$ cat src/rtl/bus_irq_rr_scheduler_pkg.sv
// rtl/bus_irq_rr_scheduler_pkg.sv - shared constants and FSM encoding for the hub IRQ scheduler
// Contents: default bus count, grant id width, IRQ collector word width and
// the scheduler state encoding shared by the hub arbiters.
package mopshub_irq_pkg;

  localparam int N_BUSES_DEF = 16;
  localparam int ID_W_DEF    = 5;
  localparam int IRQ_W       = 32;

  typedef enum logic [1:0] {
    IDLE  = 2'd0,
    OFFER = 2'd1,
    BUSY  = 2'd2
  } sched_state_t;

endpackage

$ cat src/rtl/bus_irq_rr_scheduler_if.sv
// rtl/bus_irq_rr_scheduler_if.sv - grant handshake between scheduler and message handler
// Signals: grant_valid/grant_id (scheduler -> handler), grant_ready/done
// (handler -> scheduler). master = scheduler side, slave = handler side.
interface bus_irq_rr_scheduler_if
  import mopshub_irq_pkg::*;
#(
  parameter int ID_W = ID_W_DEF
) ();

  logic            grant_valid;
  logic [ID_W-1:0] grant_id;
  logic            grant_ready;
  logic            done;

  modport master (
    output grant_valid,
    output grant_id,
    input  grant_ready,
    input  done
  );

  modport slave (
    input  grant_valid,
    input  grant_id,
    output grant_ready,
    output done
  );

endinterface

$ cat src/rtl/bus_irq_rr_scheduler_rr_priority_pick.sv
// rtl/bus_irq_rr_scheduler_rr_priority_pick.sv - combinational round-robin first-set finder
// Ports: req (request vector), ptr (search start), found (any request set),
// index (first set bit at or after ptr, wrapping from N-1 to 0).
module rr_priority_pick
  import mopshub_irq_pkg::*;
#(
  parameter int N     = N_BUSES_DEF,
  parameter int IDX_W = ID_W_DEF,
  localparam int PTR_W = (N > 1) ? $clog2(N) : 1
) (
  input  logic [N-1:0]     req,
  input  logic [PTR_W-1:0] ptr,
  output logic             found,
  output logic [IDX_W-1:0] index
);

  localparam int SUM_W = PTR_W + 1;

  logic [N-1:0]     rot;
  logic [PTR_W-1:0] off;
  logic [SUM_W-1:0] sum;
  logic [SUM_W-1:0] wrapped;

  // Rotate so that req[ptr] lands at bit 0; the lowest set bit is the winner.
  assign rot = N'({req, req} >> ptr);

  always_comb begin
    found = 1'b0;
    off   = '0;
    for (int i = N - 1; i >= 0; i--) begin
      if (rot[i]) begin
        found = 1'b1;
        off   = PTR_W'(i);
      end
    end
  end

  assign sum     = {1'b0, ptr} + {1'b0, off};
  assign wrapped = (sum >= SUM_W'(N)) ? (sum - SUM_W'(N)) : sum;
  assign index   = IDX_W'(wrapped);

endmodule

$ cat src/rtl/bus_irq_rr_scheduler.sv
// rtl/bus_irq_rr_scheduler.sv - round-robin scheduler of per-bus IRQ requests onto one handler
// Ports: clk, rst (async active-low), irq_in (32-bit request word, bits
// above N_BUSES ignored), gnt (grant handshake, master side), busy (grant
// accepted and running), pending (sticky request bits), timeout_err (one-cycle
// pulse on watchdog release).
module bus_irq_rr_scheduler
  import mopshub_irq_pkg::*;
#(
  parameter int N_BUSES        = N_BUSES_DEF,
  parameter int ID_W           = ID_W_DEF,
  parameter int TIMEOUT_CYCLES = 1023
) (
  input  logic                        clk,
  input  logic                        rst,
  input  logic [IRQ_W-1:0]            irq_in,
  bus_irq_rr_scheduler_if.master      gnt,
  output logic                        busy,
  output logic [IRQ_W-1:0]            pending,
  output logic                        timeout_err
);

  localparam int PTR_W = (N_BUSES > 1) ? $clog2(N_BUSES) : 1;
  localparam int WD_W  = $clog2(TIMEOUT_CYCLES + 1);

  sched_state_t     state;
  logic [N_BUSES-1:0] pend_q;
  logic [PTR_W-1:0] ptr;
  logic [WD_W-1:0]  wd;
  logic [WD_W-1:0]  wd_next;
  logic             expire;
  logic             release_now;
  logic [N_BUSES-1:0] clr_mask;
  logic [ID_W-1:0]  id_plus;
  logic [PTR_W-1:0] ptr_next;
  logic             pick_found;
  logic [ID_W-1:0]  pick_idx;

  generate
    if (N_BUSES < IRQ_W) begin : g_hi_bits
      logic unused_irq_hi;
      assign unused_irq_hi = |irq_in[IRQ_W-1:N_BUSES];
    end
  endgenerate

  rr_priority_pick #(
    .N     (N_BUSES),
    .IDX_W (ID_W)
  ) u_pick (
    .req   (pend_q),
    .ptr   (ptr),
    .found (pick_found),
    .index (pick_idx)
  );

  // wd counts completed BUSY cycles; release on the edge where it would reach the limit.
  assign wd_next     = wd + 1'b1;
  assign expire      = (wd_next == WD_W'(TIMEOUT_CYCLES));
  assign release_now = (state == BUSY) && (gnt.done || expire);
  assign clr_mask    = release_now ? (N_BUSES'(1) << gnt.grant_id) : '0;
  assign id_plus     = gnt.grant_id + 1'b1;
  assign ptr_next    = (gnt.grant_id == ID_W'(N_BUSES - 1)) ? '0 : PTR_W'(id_plus);
  assign pending     = IRQ_W'(pend_q);

  always_ff @(posedge clk or negedge rst) begin
    if (!rst) begin
      state           <= IDLE;
      pend_q          <= '0;
      ptr             <= '0;
      wd              <= '0;
      busy            <= 1'b0;
      timeout_err     <= 1'b0;
      gnt.grant_valid <= 1'b0;
      gnt.grant_id    <= '0;
    end else begin
      // A new request on the releasing bus survives the clear.
      pend_q      <= (pend_q & ~clr_mask) | irq_in[N_BUSES-1:0];
      timeout_err <= 1'b0;
      case (state)
        IDLE: begin
          if (pick_found) begin
            gnt.grant_id    <= pick_idx;
            gnt.grant_valid <= 1'b1;
            state           <= OFFER;
          end
        end
        OFFER: begin
          if (gnt.grant_ready) begin
            gnt.grant_valid <= 1'b0;
            busy            <= 1'b1;
            wd              <= '0;
            state           <= BUSY;
          end
        end
        BUSY: begin
          if (release_now) begin
            busy        <= 1'b0;
            ptr         <= ptr_next;
            timeout_err <= !gnt.done;
            state       <= IDLE;
          end else begin
            wd <= wd_next;
          end
        end
        default: state <= IDLE;
      endcase
    end
  end

endmodule

$ cat src/flat_wrapper.sv
// flat-port wrapper written by rule: the top's interface ports become plain ports
module bus_irq_rr_scheduler_flat import mopshub_irq_pkg::*;
#(
  parameter int N_BUSES        = N_BUSES_DEF,
  parameter int ID_W           = ID_W_DEF,
  parameter int TIMEOUT_CYCLES = 1023
)
  (clk, rst, irq_in, busy, pending, timeout_err, gnt_grant_valid, gnt_grant_id, gnt_grant_ready, gnt_done);
  bus_irq_rr_scheduler_if #(.ID_W(ID_W)) gnt_i ();
  input  logic clk;
  input  logic rst;
  input  logic [IRQ_W-1:0] irq_in;
  output logic busy;
  output logic [IRQ_W-1:0] pending;
  output logic timeout_err;
  output wire logic [$bits(gnt_i.grant_valid)-1:0] gnt_grant_valid;
  output wire logic [$bits(gnt_i.grant_id)-1:0] gnt_grant_id;
  input wire logic [$bits(gnt_i.grant_ready)-1:0] gnt_grant_ready;
  input wire logic [$bits(gnt_i.done)-1:0] gnt_done;
  assign gnt_grant_valid = gnt_i.grant_valid;
  assign gnt_grant_id = gnt_i.grant_id;
  assign gnt_i.grant_ready = gnt_grant_ready;
  assign gnt_i.done = gnt_done;
  bus_irq_rr_scheduler #(.N_BUSES(N_BUSES), .ID_W(ID_W), .TIMEOUT_CYCLES(TIMEOUT_CYCLES)) u_core (.clk(clk), .rst(rst), .irq_in(irq_in), .gnt(gnt_i), .busy(busy), .pending(pending), .timeout_err(timeout_err));
endmodule
$ cat config.mk
export PLATFORM = sky130hd
export DESIGN_NAME = bus_irq_rr_scheduler_flat
export DESIGN_NICKNAME = d
export VERILOG_FILES = /design/src/rtl/bus_irq_rr_scheduler_pkg.sv /design/src/rtl/bus_irq_rr_scheduler_if.sv /design/src/rtl/bus_irq_rr_scheduler_rr_priority_pick.sv /design/src/rtl/bus_irq_rr_scheduler.sv /design/src/flat_wrapper.sv
export SDC_FILE = /design/constraint.sdc
export NUM_CORES = 1
export LEC_CHECK = 0
export BUFFER_PORTS_ARGS = -buffer_cell sky130_fd_sc_hd__buf_2
export CORE_MARGIN = 10
export CORE_UTILIZATION = 28
export DETAILED_ROUTE_END_ITERATION = 10
export PLACE_DENSITY = 0.57
export RECOVER_POWER = 50
export SYNTH_ARGS = -nofsm -noshare
export SYNTH_HDL_FRONTEND = slang
export SYNTH_HIERARCHICAL = 1
export SYNTH_SLANG_ARGS = --single-unit
export TNS_END_PERCENT = 50
$ cat constraint.sdc
create_clock -name clk -period 4.1 [get_ports clk]
set_input_delay 0.82 -clock clk [delete_from_list [all_inputs] [get_ports clk]]
set_output_delay 0.82 -clock clk [all_outputs]
set_load 0.02 [all_outputs]
Word level (Yosys, flattened, before mapping). Cells that the tools add are included.

Latch bits: 0. Flip-flop bits (word level): 40. Word-level logic and storage cells: 88. Input bits: 36. Memories: 0. Memory bits (writable): 0. Memory bits (read-only): 0.

Multipliers: 0. Shifts and indexed selects: 2. $lt $le $gt $ge: 1. Reduce and logical (&&, ||, !) cells: 12. Bitwise logic cells: 3. Muxes and demuxes: 50. Eq/ne operators: 8. Add/sub/neg operators: 4. Divide/modulo/power cells: 0.

Operators by type and width (count): 2-to-1 mux 4 bit (17); >> shifter 32 x 4 -> 16 bit (1); 2-to-1 mux 1 bit (22); 2-to-1 mux 10 bit (2); case mux 10 bit (2 select lines) (1); AND 16 bit (1); 2-to-1 mux 16 bit (1); inverter 16 bit (1); OR 16 bit (1); left shift 1 x 5 -> 16 bit, first input constant (1); AND reduction 3 bit (4); adder 10 x 1 -> 10 bit, second input constant (1); == test 10 bit, second input constant (1); 2-to-1 mux 2 bit (3); case mux 2 bit (3 select lines) (1); adder 4 x 4 -> 5 bit (1); == test 5 x 4 -> 1 bit, second input constant (1); >= comparator 5 bit, second input constant (1); 2-to-1 mux 5 bit (1); subtractor 5 bit, second input constant (1); adder 4 x 1 -> 4 bit, second input constant (1); != test 2 x 1 -> 1 bit, second input constant (2); != test 2 bit, second input constant (2); case mux 1 bit (2 select lines) (2); 8 further kinds (10).

Longest topological paths before layout.
Word-level depth: 20. Gate-level depth with buffers: 14.

By module. Netlist, hierarchy kept.

Modules (own cells, without submodules): bus_irq_rr_scheduler (times used 1, area each 2180.8 um2, cells an instance 202); rr_priority_pick (times used 1, area each 1243.7 um2, cells an instance 130).

Worst setup path after synthesis. OpenSTA, ideal clock, no wires.

Kind: flip-flop to flip-flop. Start: register u_core.ptr[0]. End: register u_core.gnt.grant_id[3]. Setup slack: 0.517 ns. Setup time: 0.125 ns. Data arrival time: 3.459 ns. Data required time: 3.975 ns. Clock period less this slack: 3.583 ns. Cell stages (with the launch flop): 14. Buffers on the path: 1. Path through: dfrtp_1 buf_6 mux4_2 mux2i_2 or3b_4 a221oi_2 o211ai_1 a311oi_1 ha_1 a21o_1 a21oi_1 xor2_1 xnor2_1 mux2_2.

Cells in the longest elaborated chain, start to end: 20.

RTL lines: start: declaration (RTL line bus_irq_rr_scheduler.sv:27) `logic [PTR_W-1:0] ptr;`; start signal: assignment (RTL line bus_irq_rr_scheduler.sv:97) `ptr <= ptr_next;`; >> shifter 32 x 4 -> 16 bit (RTL line bus_irq_rr_scheduler_rr_priority_pick.sv:25) `assign rot = N'({req, req} >> ptr);`; 2-to-1 mux 4 bit (16 in series) (RTL line bus_irq_rr_scheduler_rr_priority_pick.sv:31) `if (rot[i]) begin`; adder 4 x 4 -> 5 bit (*) (RTL line bus_irq_rr_scheduler_rr_priority_pick.sv:38) `assign sum = {1'b0, ptr} + {1'b0, off};`; subtractor 5 bit / >= comparator 5 bit (equally long branches) (RTL line bus_irq_rr_scheduler_rr_priority_pick.sv:39) `assign wrapped = (sum >= SUM_W'(N)) ? (sum - SUM_W'(N)) : sum;`; 2-to-1 mux 5 bit (*) (RTL line bus_irq_rr_scheduler_rr_priority_pick.sv:39); net u_core.pick_idx[3] (RTL line bus_irq_rr_scheduler.sv:36) `logic [ID_W-1:0] pick_idx;`; end signal: assignment (RTL line bus_irq_rr_scheduler.sv:81) `gnt.grant_id <= pick_idx;`; end: declaration (RTL line bus_irq_rr_scheduler_if.sv:17) `output grant_id,`.

Mark *: on every way through the listed nets, which the timed path passes. The rest lies on a longest branch. A chain may end at the register's enable or synchronous reset.

Worst setup path in the final report. Ends and elaborated chain as after synthesis.

==> qor.yml <==
outcome:
  outcome: "finished, violations left"
  violations: "max-capacitance violations, max-slew violations"
clocking:
  clkLatencyLatePin_ps: 280
  cts_setup_buffers: 0
  cts_root_buffer: "clkbuf_16"
  hold_buffers: 0
  cts_resized: 0
  cts_buffer_depth: 2
  cts_buffers: 5
  clock_sinks: 40
  cts_tree: "built"
  path_clk_slew_ps: 60
  htreeDepth: 2
logic_synthesis:
  synth_cell_type_count: 73
  synth_area_per_cell_um2: 10.3
  syn_inst: 332
  seq_area_frac_synth: 0.292
  syn_area_um2: 3420
  ys_top_cells_by_count: "dfrtp_1, nand2_1, mux4_2, nor2_1, buf_4"
  post-synth-top-count-cell: "dfrtp_1"
  synth_area_leader_cell: "dfrtp_1"
  synth_edf_count: 0
  yosysWarnings: 6
  synth_ff_type: "dfrtp_1"
  synth.ff_latch_count: 40
  yosys-top-cells-area: "dfrtp_1, mux4_2, o22a_1"
  synth_top_area_frac: 0.292
  async_flop_share: 1.00
route:
  via_count: 2821
  drt_iter0_markers: 293
  via_per_inst: 5.40
  wl_per_cell_um: 18.2
  drtPass1Iterations: 5
  wl_um: 9500
  drc: 0
  ant_nets: 0
power_and_ir_drop:
  power_leakage_nw: 1.47
  vdd_drop_max_uv: 231
  p_per_area_nw_per_um2: 419
timing:
  setup_tns_ps: 0
  fin_skew_ps: 3.41
  setup-violations-final: 0
  slew_viol_final: 41
  hold_viol: 0
  rsz0062_at_grt: "no"
  slew_headroom: -0.446
  timing.final.crit_share: 0.946
  min_period_ps: 3880
  fmax_mhz: 258
  tightest_slew_ps: 2170
global_route:
  grtUsageTotal: 0.112
  antenna_found_initial: 0
  grt_pass1_vias: 2770
  overflow: 0
  grt_pass1_wl_um: 15200
  grt_max_degree: 41
placement:
  gp_congestion: 0.842
  numPortBuffers: 43
  dp.cells: 515
  dpl.hpwl_um: 7400
die:
  die_w_um: 131
  num_rows: 40
  die-area_um2: 17100
  start_util: 0.285
  pin_count: 76
  fp.dieH_um: 131
  core_area_um2: 12000
final_layout:
  nets: 423
  area.growth.synth_to_final_pct: 13.0
  drive_above_1_share: 0.275
  fin_util: 0.322
  antenna_cells: 0
  layoutNonFillerInstCount: 522
setup_path:
  timing.rr.end: "u_core/gnt.grant_id[3]$_DFFE_PN0P_"
  crit_arrival_ps: 4040
  critical_path.max_fanout: 17
  criticalPathCategory: "reg2reg"
  start_kind: "register"
  cp-end-kind: "register"
  reg2reg_from: "u_core/ptr[0]$_DFFE_PN0P_"
  r2r_slack_ps: 220
  required_ps: 4260
  rr_worst_depth: 13
min_path:
  min_to: "u_core/busy$_DFFE_PN0P_"
  whs_path_depth: 1
  hp-class: "reg2reg"
  worstHoldStart: "u_core/busy$_DFFE_PN0P_"
flow_run:
  maxCapViolCount: 1
flip-flops by register name (all words and copies together), names as in the netlist:
register,flops
u_core/state,2
u_core/busy,1
u_core/gnt.grant_valid,1
u_core/pend_q,16
u_core/timeout_err,1
u_core/wd,10
u_core/gnt.grant_id,5
u_core/ptr,4
through the flow:
stage	power (mW)	hold slack, ps	cell area (um2)	setup slack (ps)
2_1_floorplan	1.08	476	3480	517
3_3_place_gp	1.26	464	3750	225
3_5_place_dp	1.27	465	3750	210
4_1_cts	1.64	479	3890	184
5_1_grt	1.74	505	3870	3.01
6_report	1.62	476	3870	222
placed cells by master, fill, tap and decap left out, types with 3 or more instances in the layout:
master	netlist	layout
or2_2	3	3
buf_4	17	8
mux4_2	22	22
o22a_1	16	16
nand3_1	12	12
mux2i_1	10	10
a21o_1	3	3
nand4b_1	6	6
or3_1	7	7
ha_1	11	11
and3_1	4	4
nand2b_1	4	4
mux2_4	3	3
clkbuf_16	0	5
nor2_1	22	22
nor2b_1	5	5
o22a_2	3	3
nand2_1	24	24
buf_2	4	31
conb_1	2	17
a31oi_1	3	3
inv_1	11	11
o211ai_1	4	4
and3_2	4	4
mux2_2	5	5
dfrtp_1	40	40
mux2_1	3	3
a21oi_1	6	6
nand3b_1	5	5
o21ai_0	14	14
clkbuf_1	6	13
critical path: stages (launching register included):
cell and delay (ps):
dfrtp_1 380, buf_12 180, mux4_2 580, mux2_2 310, or3b_4 400, a221oi_2 280
o211ai_1 160, a311oi_1 310, ha_1 270, a21o_1 170, a21oi_1 160, xor2_1 190
xnor2_1 100, mux2_2 260
cell families (layout without fill, tap and decap cells):
group / after synthesis / in the layout / share of synthesized area
AOI/OAI and AO/OA: 75 / 75 / 0.176
xor gates and xnor gates: 4 / 4 / 0.0124
adders and majority gates: 12 / 12 / 0.0460
buffers and inverters: 45 / 73 / 0.0760
DFF: 40 / 40 / 0.292
muxes: 44 / 44 / 0.217
other: 2 / 17 / 0.00219
and+or+nand+nor: 110 / 110 / 0.178
power breakdown:
group / switching, mW / leakage, nW / internal (mW) / total [mW]
Combinational: 0.417 / 0.946 / 0.274 / 0.691
Clock: 0.146 / 0.0667 / 0.221 / 0.368
Sequential: 0.104 / 0.454 / 0.458 / 0.562
metal layers:
| metal | track usage | vias to the layer above | wire length [um] |
|---|---|---|---|
| li1 | - | 1313 | - |
| met1 | 0.142 | 1403 | 4050 |
| met2 | 0.190 | 96 | 4670 |
| met3 | 0.0222 | 9 | 648 |
| met4 | 0.0255 | 0 | 125 |
| met5 | 0 | - | 0 |
how the worst max path moves through the flow:
| stage | from | cells after the start | slack, ps | to |
|---|---|---|---|---|
| floorplan | u_core/ptr[0]$_DFFE_PN0P_ | 13 | 520 | u_core/gnt.grant_id[3]$_DFFE_PN0P_ |
| global placement | u_core/ptr[0]$_DFFE_PN0P_ | 13 | 230 | u_core/gnt.grant_id[3]$_DFFE_PN0P_ |
| detailed placement | u_core/ptr[0]$_DFFE_PN0P_ | 13 | 210 | u_core/gnt.grant_id[3]$_DFFE_PN0P_ |
| CTS | u_core/ptr[0]$_DFFE_PN0P_ | 13 | 180 | u_core/gnt.grant_id[3]$_DFFE_PN0P_ |
| global route | u_core/ptr[0]$_DFFE_PN0P_ | 13 | 3 | u_core/gnt.grant_id[3]$_DFFE_PN0P_ |
| finish | u_core/ptr[0]$_DFFE_PN0P_ | 13 | 220 | u_core/gnt.grant_id[3]$_DFFE_PN0P_ |
layout make-up:
class | count | area (um2)
fillers | 1260 | 8140
clock buffers | 6 | 129
clock inverters | 1 | 5.00
flip-flops and latches | 40 | 1000
multi-input cells | 262 | 2220
well taps | 147 | 184
repair buffers | 52 | 280
inverters | 14 | 52.6
No activity file was read; power rests on OpenSTA's default activity.
